==> src/rtl/conv_result_reader.sv <==
// Buffers one 6x6 frame of 3-channel convolution results, then replays it
// channel-major (all D1, then all D2, then all D3) over a valid/ready stream.
//
// state   | meaning
// S_FILL  | accepting triples into the buffer at wp; no output traffic
// S_DRAIN | streaming entry rp, channel ch; input side stalled
module conv_result_reader #(
  parameter int FRAME_ROWS = 6,
  parameter int FRAME_COLS = 6,
  parameter int DATA_W     = 8
) (
  input  logic              i_clk,
  input  logic              i_rst,
  input  logic              i_in_vld,
  input  logic [DATA_W-1:0] i_in_d1,
  input  logic [DATA_W-1:0] i_in_d2,
  input  logic [DATA_W-1:0] i_in_d3,
  output logic              o_in_rdy,
  output logic              o_out_vld,
  input  logic              i_out_rdy,
  output logic [DATA_W-1:0] o_out_data,
  output logic [1:0]        o_out_ch,
  output logic              o_out_last,
  output logic              o_frame_done
);

  localparam int NPOS = FRAME_ROWS * FRAME_COLS;
  localparam int PW   = $clog2(NPOS);
  localparam logic [PW-1:0] LAST_POS = PW'(NPOS - 1);

  typedef enum logic {
    S_FILL  = 1'b0,
    S_DRAIN = 1'b1
  } state_t;

  state_t              r_state;
  logic [PW-1:0]       r_wp;
  logic [PW-1:0]       r_rp;
  logic [1:0]          r_ch;
  logic                r_in_rdy;
  logic                r_out_vld;
  logic                r_frame_done;
  logic [3*DATA_W-1:0] r_mem [NPOS];

  logic                w_wr;
  logic                w_xfer;
  logic [3*DATA_W-1:0] w_entry;
  logic [DATA_W-1:0]   w_sel;

  assign w_wr   = i_in_vld & r_in_rdy;
  assign w_xfer = r_out_vld & i_out_rdy;

  // Storage carries no reset: a full fill always precedes any drain.
  always_ff @(posedge i_clk) begin
    if (w_wr) r_mem[r_wp] <= {i_in_d3, i_in_d2, i_in_d1};
  end

  always_ff @(posedge i_clk or posedge i_rst) begin
    if (i_rst) begin
      r_state      <= S_FILL;
      r_wp         <= '0;
      r_rp         <= '0;
      r_ch         <= 2'd1;
      r_in_rdy     <= 1'b0;
      r_out_vld    <= 1'b0;
      r_frame_done <= 1'b0;
    end else begin
      r_frame_done <= 1'b0;
      case (r_state)
        S_FILL: begin
          r_in_rdy <= 1'b1;
          if (w_wr) begin
            if (r_wp == LAST_POS) begin
              r_wp      <= '0;
              r_state   <= S_DRAIN;
              r_in_rdy  <= 1'b0;
              r_out_vld <= 1'b1;
            end else begin
              r_wp <= r_wp + 1'b1;
            end
          end
        end
        S_DRAIN: begin
          if (w_xfer) begin
            if (r_rp == LAST_POS) begin
              r_rp <= '0;
              if (r_ch == 2'd3) begin
                r_ch         <= 2'd1;
                r_state      <= S_FILL;
                r_out_vld    <= 1'b0;
                r_in_rdy     <= 1'b1;
                r_frame_done <= 1'b1;
              end else begin
                r_ch <= r_ch + 2'd1;
              end
            end else begin
              r_rp <= r_rp + 1'b1;
            end
          end
        end
      endcase
    end
  end

  always_comb begin
    w_entry = r_mem[r_rp];
    w_sel   = '0;
    case (r_ch)
      2'd1:    w_sel = w_entry[DATA_W-1:0];
      2'd2:    w_sel = w_entry[2*DATA_W-1:DATA_W];
      default: w_sel = w_entry[3*DATA_W-1:2*DATA_W];
    endcase
  end

  assign o_in_rdy     = r_in_rdy;
  assign o_out_vld    = r_out_vld;
  assign o_frame_done = r_frame_done;
  assign o_out_data   = r_out_vld ? w_sel : '0;
  assign o_out_ch     = r_out_vld ? r_ch : 2'd0;
  assign o_out_last   = r_out_vld & (r_ch == 2'd3) & (r_rp == LAST_POS);

endmodule

==> config.mk <==
export PLATFORM = sky130hd
export DESIGN_NAME = conv_result_reader
export DESIGN_NICKNAME = d
export VERILOG_FILES = /design/src/rtl/conv_result_reader.sv
export SDC_FILE = /design/constraint.sdc
export NUM_CORES = 1
export LEC_CHECK = 0
export ABC_AREA = 1
export ABC_CLOCK_PERIOD_IN_PS = 2200
export CAP_MARGIN = 40
export CORE_MARGIN = 8
export CORE_UTILIZATION = 45
export CTS_CLUSTER_SIZE = 25
export DETAILED_ROUTE_END_ITERATION = 7
export GPL_TIMING_DRIVEN = 0
export REMOVE_ABC_BUFFERS = 1
export SLEW_MARGIN = 10
export SYNTH_ARGS = -nofsm -noshare
export SYNTH_HDL_FRONTEND = slang
export SYNTH_SLANG_ARGS = --single-unit
==> constraint.sdc <==
create_clock -name i_clk -period 2.2 [get_ports i_clk]
set_clock_uncertainty 0.05 [all_clocks]
set_input_delay 0.44 -clock i_clk [delete_from_list [all_inputs] [get_ports i_clk]]
set_output_delay 0.44 -clock i_clk [all_outputs]
set_load 0.02 [all_outputs]
Word-level counts from Yosys, hierarchy flattened --
Memory sizes are Yosys's and may differ from the RTL's. Cells that the tools add are included.
Cells by class: $add $sub $neg 3, eq/ne operators 10, mux-type cells 30, bitwise gates (word level) 5, reductions and logical operators 5
Operators by type and width (count):
- 1-bit 2-to-1 mux | 21
- 8-bit one-hot mux with 2 select lines | 1
- 6-bit by 1-bit adder with 6-bit output, second input constant | 2
- 6-bit equality test, second input constant | 2
- 6-bit 2-to-1 mux | 2
- 8-bit 2-to-1 mux | 1
- 2-bit by 1-bit inequality test with 1-bit output, second input constant | 3
- 1-bit one-hot mux with 2 select lines | 3
- 3-bit AND reduction | 2
- 5-bit AND reduction | 1
- 1-bit AND | 4
- 2-bit equality test, second input constant | 2
- 2-bit 2-to-1 mux | 2
- 2-bit inequality test, second input constant | 2
- 2-bit AND reduction | 2
- 2-bit by 1-bit adder with 2-bit output, second input constant | 1
- 2-bit by 1-bit equality test with 1-bit output, second input constant | 1
- 1-bit NOT | 1
Storage, ports and cells: register bits 18, bits in writable memories 864, bits of input ports 28, output and inout bits 14, memories kept 1
Memories:
- r_mem | words 36, width 24, read ports 1, clocked after memory_dff 0, wr ports 1, line 43 | logic [3*DATA_W-1:0] r_mem [NPOS];

Logic depth before layout (Yosys ltp) --
Gate-level depths: netlist of the first run.
depth after elaboration 5, depth in mapped cells 17, depth with buffers taken out 14

Worst setup path before layout of the first run --
OpenSTA, ideal clock, no wires.
path kind reg-to-reg, from register r_in_rdy (netlist: o_in_rdy), to memory r_mem[15][0] (netlist bit), enable pin, data arrival time 1966 ps, required time 1745 ps, slack -221 ps, cell stages (with the launch flop) 5, buffers on the path 0, clock period less this slack 2421 ps, cell sequence dfrtp_1 nand2_1 nor2_1 nand3_1 nor2_1
Between the ends: longest elaborated chain between the ends 3
Ends and longest elaborated chain:
- from (decl) | line 40 | logic r_in_rdy;
- from (signal assigned) | line 64 | r_in_rdy <= 1'b0;
- from (signal assigned) | line 71 | r_in_rdy <= 1'b1;
- from (signal assigned) | line 76 | r_in_rdy <= 1'b0;
- 1-bit AND | line 50 | assign w_wr = i_in_vld & r_in_rdy;
- 1-bit 2-to-1 mux | line 55 | if (w_wr) r_mem[r_wp] <= {i_in_d3, i_in_d2, i_in_d1};
- 1-bit 2-to-1 mux (not written as such) | line 55
- to (decl) | line 43
Every way passes these cells.

Final worst setup path of the first run --
from register r_rp[0], to output o_out_data[6]
Between the ends: longest elaborated chain between the ends 3
Ends and longest elaborated chain:
- from (decl) | line 38 | logic [PW-1:0] r_rp;
- from (signal assigned) | line 97 | r_rp <= r_rp + 1'b1;
- memory read 36 x 24 bit
- 8-bit one-hot mux with 2 select lines | line 108 | case (r_ch)
- 8-bit 2-to-1 mux | line 118 | assign o_out_data = r_out_vld ? w_sel : '0;
- to (decl) | line 21 | output logic [DATA_W-1:0] o_out_data,
Every way passes these cells.

==> out/metrics.yaml, run 1 <==
placement:
  hpwl_mm: 57.14
  dp.cells: 4157
  pre_cts_ws_ns: -2.509
  numPortBuffers: 41
  gp_congestion: 0.7516
  placed_area_sq_mm: 0.03911
drt:
  drt-initial-drc-count: 3474
  dr.pass1.iters: 7
  vias: 26746
  vias_per_cell: 5.911
  drcViolationCount: 0
  ant_nets: 0
  drt_wl_total_mm: 124.2
  avgRoutedWirePerCell_um: 27.44
power_and_ir_drop:
  p_total_mw: 59.98
  leakage_nw: 17.02
  p_per_area_mw_per_mm2: 1301
  peakVddDrop_mv: 0.8345
sta:
  min_period_ns: 3.570
  layout_setup_ws_ns: -1.370
  drv_slew: 0
  max_freq_ghz: 0.2801
  finalHoldViolCount: 0
  rsz0062_at_grt: "yes"
  slew_headroom_pct: 45.18
  tightestPinTransition_ns: 0.8214
  finalSetupTns_ns: -12.65
  fin_crit_sh_pct: 162.3
  setup_viol: 14
clocking:
  cts_max_path_buffers: 3
  cts_tree: "done"
  clock-sinks: 882
  clock_latency_ns: 0.65
  clkTransAtPathRegs_ns: 0.07
  cts_root_buf: "clkbuf_16"
  cts_buffers: 89
  htree_levels: 3
finish:
  instances_no_fill: 4525
  fillers: 5928
  drive_gt1_share_pct: 19.02
  mostFrequentLayoutCell: "nand2_1"
  final_area_sq_mm: 0.04609
  antenna_cells: 0
  nets: 3431
  final_cell_mix: "nand2_1, edfxtp_1, nand3_1"
  syn_to_final_growth_pct: 27.47
synthesis:
  avgSynthCellArea_sq_um: 11.45
  yosysUniqueCellTypes: 29
  synth_seq_cells: 882
  syn_inst: 3158
  synth_edf_count: 864
  yosys.area_share.simple_pct: 19.92
  ys_top_cells_by_area: "edfxtp_1, nand2_1, nand3_1, nor2_1, o21ai_0"
  synthArstFlopShare_pct: 2.041
  synthAdderAreaFrac_pct: 0.1730
  synth_xor_area_share_pct: 0.09689
  ys.flop_type: "edfxtp_1"
  synth_top_area_share_pct: 71.75
  seq_area_frac_synth_pct: 73.00
  synth_top_family_by_area: "simple AND/OR/NAND/NOR gates"
  yosys.area.top_type: "edfxtp_1"
  ys_warn_count: 0
  netlist_area_sq_mm: 0.03616
  synth_compound_area_share_pct: 3.114
  muxShareOfSynthArea_pct: 0
grt:
  grt_pass1_wl_mm: 171.7
  antenna_found_initial: 2
  grt_max_degree: 67
  grt-ovfl-total: 0
  grt_pass1_vias: 25253
  grtUsageTotal_pct: 26.15
setup_path:
  crit_type: "reg -> out"
  start_kind: "register"
  required_ns: 1.71
  arrival_ns: 3.08
  crit_fanout: 23
  cp-end-kind: "output port"
run_status:
  violations: "negative setup slack"
  status: "complete, but fails checks"
min_path:
  hp-class: "in -> async"
floorplanning:
  die_h_um: 299.5
  rows: 104
  die-area_sq_mm: 0.08968
  die_width_um: 299.5
  start_util_pct: 45.18
  coreArea_sq_mm: 0.08003
  pin_count: 42
job:
  drv_cap: 0
==> per-layer routing <==
| layer | GRT usage, % | vias up | part of all wire, % |
|---|---|---|---|
| met1 | 32.45 | 13084 | 36 |
| met4 | 14.12 | 2 | 6.8 |
| met5 | 0 | - | 0.010 |
| met2 | 42.91 | 1772 | 47 |
| li1 | - | 11388 | - |
| met3 | 5.482 | 500 | 11 |
==> Yosys cell counts, types with 3 or more instances <==
master,n
buf_2,86
buf_6,7
o22ai_1,12
xor2_1,4
clkinv_1,3
o221ai_1,6
clkbuf_1,46
edfxtp_1,864
o21ai_1,28
ha_1,5
dfrtp_1,17
nand2_1,1044
buf_1,18
inv_1,97
nor2_1,279
a21oi_1,65
nor3_1,6
a22oi_1,4
o21ai_0,99
inv_2,3
nand3_1,434
buf_4,24
==> path summary, 6_finish.rpt <==
check	start	depth (start not counted)	end	slack (ns)
worst max-delay path	r_rp[0]$_DFFE_PP0P_	16	o_out_data[6]	-1.37
worst min-delay path	i_rst	2	r_rp[2]$_DFFE_PP0P_	0.19
worst max register to register	r_rp[2]$_DFFE_PP0P_	17	o_in_rdy$_DFFE_PP0P_	-0.62
worst min register to register	r_wp[5]$_DFFE_PP0P_	1	r_wp[5]$_DFFE_PP0P_	0.51
max in group asynchronous	i_rst	2	r_rp[3]$_DFFE_PP0P_	1.29
min in group i_clk	i_in_d3[5]	1	r_mem[17][21]$_DFFE_PP_	0.44
==> worst max-delay path, stage by stage, from the launching register on <==
cell and delay, ns:
dfrtp_4 0.54, buf_12 0.18, inv_16 0.11, bufbuf_16 0.37, nand2_1 0.08, nand2_1 0.07, nand2_1 0.07, nand3_1 0.16
nand3_1 0.11, nand2_1 0.11, nand2_2 0.08, nand2_2 0.09, nand2_4 0.07, nand3_4 0.08, nand2_4 0.08, inv_2 0.06
buf_6 0.11
==> flip-flops by register name, summed over array words and instances, names as in the netlist <==
name and count:
r_state 1, r_wp 6, r_mem 864, o_in_rdy 1, r_rp 6, r_ch 2
o_frame_done 1, o_out_vld 1
==> layout make-up <==
type / instances / area [sq um] / area share [%]
inverters: 104 / 474.2 / 1.029
multi-input cells: 1992 / 9499 / 20.61
well taps: 1060 / 1326 / 2.877
repair inverters: 8 / 106.4 / 0.2307
clock inverters: 37 / 299.0 / 0.6488
flip-flops and latches: 882 / 26410 / 57.31
clock buffers: 121 / 2482 / 5.386
repair buffers: 321 / 5490 / 11.91
==> report_power, final <==
group / leakage [nW] / switching, mW / internal (mW)
clock network: 1.36 / 6.21 / 8.45
logic: 7.69 / 16.2 / 9.56
registers: 7.97 / 0.405 / 19.1
==> per-stage QoR <==
| stage | hold WS [ns] | util (%) |
|---|---|---|
| after CTS | 0.1528 | 56.52 |
| after detailed placement | 0.4313 | 48.88 |
| after floorplan | 0.3278 | - |
| after global placement | 0.4053 | 46.17 |
| final | 0.1936 | 57.60 |
| after global routing | 0.2368 | 57.60 |
==> logic make-up after synthesis <==
family	Yosys count
and+or+nand+nor	1766
DFF	882
buffers and inverters	286
adders and majority gates	5
AOI/OAI and AO/OA	215
xor gates and xnor gates	4
==> repair_timing <==
action	in CTS	in global routing
setup endpoints to repair	841	288
hold buffers	0	0
buffers inserted	129	25
gates resized for setup	242	126
gates cloned	52	9
pin swaps	115	76
No activity file was read; power rests on OpenSTA's default activity.
==> inputs of run 2 (changes only) <==
Settings changed: ABC_CLOCK_PERIOD_IN_PS 2200 to 3600, CORE_MARGIN 8 to default.
Clock period 2.2 ns to 3.6 ns, I/O delays scaled along.
==> out/metrics.yaml, run 2 (same netlist as run 1, synthesis figures left out) <==
grt:
  grt_max_degree: 73
  grtUsageTotal_pct: 27.45
  grt_pass1_wl_mm: 161.1
  met1_usage_pct: 36.63
  antenna_found_initial: 0
  use_met3_pct: 4.793
  use_met2_pct: 43.76
  grt-ovfl-total: 0
  gr-max-usage-layer: "met2"
  grt_pass1_vias: 24211
setup_path:
  start_kind: "register"
  crit_chain: "buf_16 -> buf_16 -> clkinv_16 -> buf_12 -> buf_12 -> buf_16 -> buf_12 -> buf_12 -> nand2_4 -> nand3_2 -> nand2_1 -> nand2_2 -> nand3_4 -> nand2_2 -> a21oi_2 -> nor2_2 -> nand2_4 -> inv_2 -> buf_6"
  r2r_end: "r_mem[16][1]$_DFFE_PP_"
  r2r-start: "r_wp[3]$_DFFE_PP0P_"
  path_delay_family: "buffers and inverters"
  crit_start: "r_rp[0]$_DFFE_PP0P_"
  worst-path-buf-inv: 10
  cp_common_cell: "buf_12"
  arrival_ns: 3.20
  cp-endpoint: "o_out_data[7]"
  rrSetupSlack_ns: 0.79
  r2r_cells: 4
  slowest_delay_ns: 0.51
  crit_path_top_delay_cell: "dfrtp_4"
  crit_cells: 19
  crit_type: "reg -> out"
  required_ns: 2.83
  cp-end-kind: "output port"
  crit_fanout: 8
finish:
  syn_to_final_growth_pct: 21.38
  antenna_cells: 0
  final_cell_mix: "nand2_1, edfxtp_1, nand3_1"
  instances_no_fill: 4395
  drive_gt1_share_pct: 12.77
  nets: 3309
  top_regs: "r_mem: 864 flops, r_rp: 6 flops, r_wp: 6 flops"
  largest_register_ff_count: 864
  top_register: "r_mem"
  final_core_util_pct: 55.38
  mostFrequentLayoutCell: "nand2_1"
sta:
  layout_setup_ws_ns: -0.3738
  max_freq_ghz: 0.2516
  tightestPinTransition_ns: 0.9011
  slew_headroom_pct: 39.76
  rsz0062_at_grt: "yes"
  finalHoldViolCount: 0
  fin_crit_sh_pct: 110.4
  min_period_ns: 3.974
  fin_hold_ws_ns: 0.4289
  setup_viol: 8
  drv_slew: 0
  finalSetupTns_ns: -2.467
power_and_ir_drop:
  power.share.sequential_pct: 34.5
  power.switching_mw: 12.69
  p_per_area_mw_per_mm2: 785.6
  clockPowerShare_pct: 26.2
  p_total_mw: 34.48
  pwr-share-comb_pct: 39.3
  switching_share_pct: 36.81
  internal-power_mw: 21.79
  peakVddDrop_mv: 0.4415
  leakage_nw: 16.04
clocking:
  cts_tree: "done"
  cts_buffers: 90
  clkTransAtPathRegs_ns: 0.07
  holdBufCountCts: 0
  cts_root_buf: "clkbuf_16"
  clock_latency_ns: 0.66
  clock-sinks: 882
  htree_levels: 3
  cts_max_path_buffers: 3
drt:
  ant_nets: 0
  drcViolationCount: 0
  avgRoutedWirePerCell_um: 25.76
  drt-initial-drc-count: 2934
  vias: 25335
  vias_per_cell: 5.765
  dr.pass1.iters: 6
  drt_wl_total_mm: 113.2
run_status:
  status: "complete, but fails checks"
  violations: "negative setup slack"
floorplanning:
  die-area_sq_mm: 0.08149
  die_width_um: 285.5
  pin_count: 42
  die_h_um: 285.5
  coreArea_sq_mm: 0.07926
  rows: 103
  start_util_pct: 45.62
placement:
  numPortBuffers: 41
  gp_congestion: 0.7871
  hpwl_mm: 57.62
  dp.cells: 4151
job:
  drv_cap: 0
min_path:
  hp-class: "reg -> reg"
-- run 2: cell count changes in the layout (fill, tap and decap cells not counted), moves of 16 or more --
| cell | delta |
|---|---|
| buf_4 | -61 |
| nand3_2 | -43 |
| nor2_2 | -17 |
| buf_12 | -16 |
| nor2_1 | +18 |
| nand3_1 | +47 |
| nand2_1 | +29 |
| buf_16 | -17 |
| nand2_2 | -25 |
-- run 2: cell type report --
| cell class | instances | area (sq um) |
|---|---|---|
| tap | 1050 | 1314 |
| multi-input combinational | 1990 | 9016 |
| sequential | 882 | 26410 |
| timing repair buffer | 203 | 3802 |
| clock buffer | 118 | 2464 |
| fill | 6321 | 35370 |
| timing repair inverter | 5 | 72.57 |
| inverter | 104 | 455.4 |
| clock inverter | 43 | 351.6 |
-- run 2: power groups by stage --
stage / sequential [mW] / clock [mW] / combinational (mW)
floorplan: 12.6 / 0 / 4.68
global placement: 12.8 / 0 / 5.23
detailed placement: 12.3 / 0 / 9.80
CTS: 11.9 / 9.10 / 12.7
global route: 11.9 / 9.52 / 14.5
finish: 11.9 / 9.03 / 13.5
-- run 2: per-stage QoR --
step | cell area, sq um | setup WS (ns)
2_1_floorplan | 35220 | -10.68
3_3_place_gp | 36940 | -25.46
3_5_place_dp | 39100 | -1.280
4_1_cts | 43360 | -0.3765
5_1_grt | 43890 | -0.4429
6_report | 43890 | -0.3738
-- run 2: worst register-to-register path, delay by kind of cell (launching register included) --
family                 cells  cell delay, ns
buffers and inverters      2            0.41
and+or+nand+nor            2            1.58
DFF                        1            0.43
-- run 2: timing repair --
action                                  CTS  global route
gates cloned                             32             6
endpoints found under the setup margin    9             9
setup buffers                            34            10
pin swaps                                17            43
resized for setup                       125            74
-- run 2: metal layers --
layer  routed length (um)  share of wire (%)  up-vias
met5                    0                  0        -
met4                 5030                4.4        0
met3                10970                9.7      278
met2                53160                 47     1367
met1                44060                 39    12528
li1                     -                  -    11162
-- run 2: how the worst min path moves through the flow --
stage                   startpoint                  end  cells past startpoint
2_1_floorplan  r_wp[5]$_DFFE_PP0P_  r_wp[5]$_DFFE_PP0P_                      1
3_3_place_gp   r_wp[5]$_DFFE_PP0P_  r_wp[5]$_DFFE_PP0P_                      1
3_5_place_dp   r_wp[5]$_DFFE_PP0P_  r_wp[5]$_DFFE_PP0P_                      1
4_1_cts        r_wp[5]$_DFFE_PP0P_  r_wp[5]$_DFFE_PP0P_                      1
5_1_grt        r_wp[5]$_DFFE_PP0P_  r_wp[5]$_DFFE_PP0P_                      1
6_report       r_wp[5]$_DFFE_PP0P_  r_wp[5]$_DFFE_PP0P_                      1
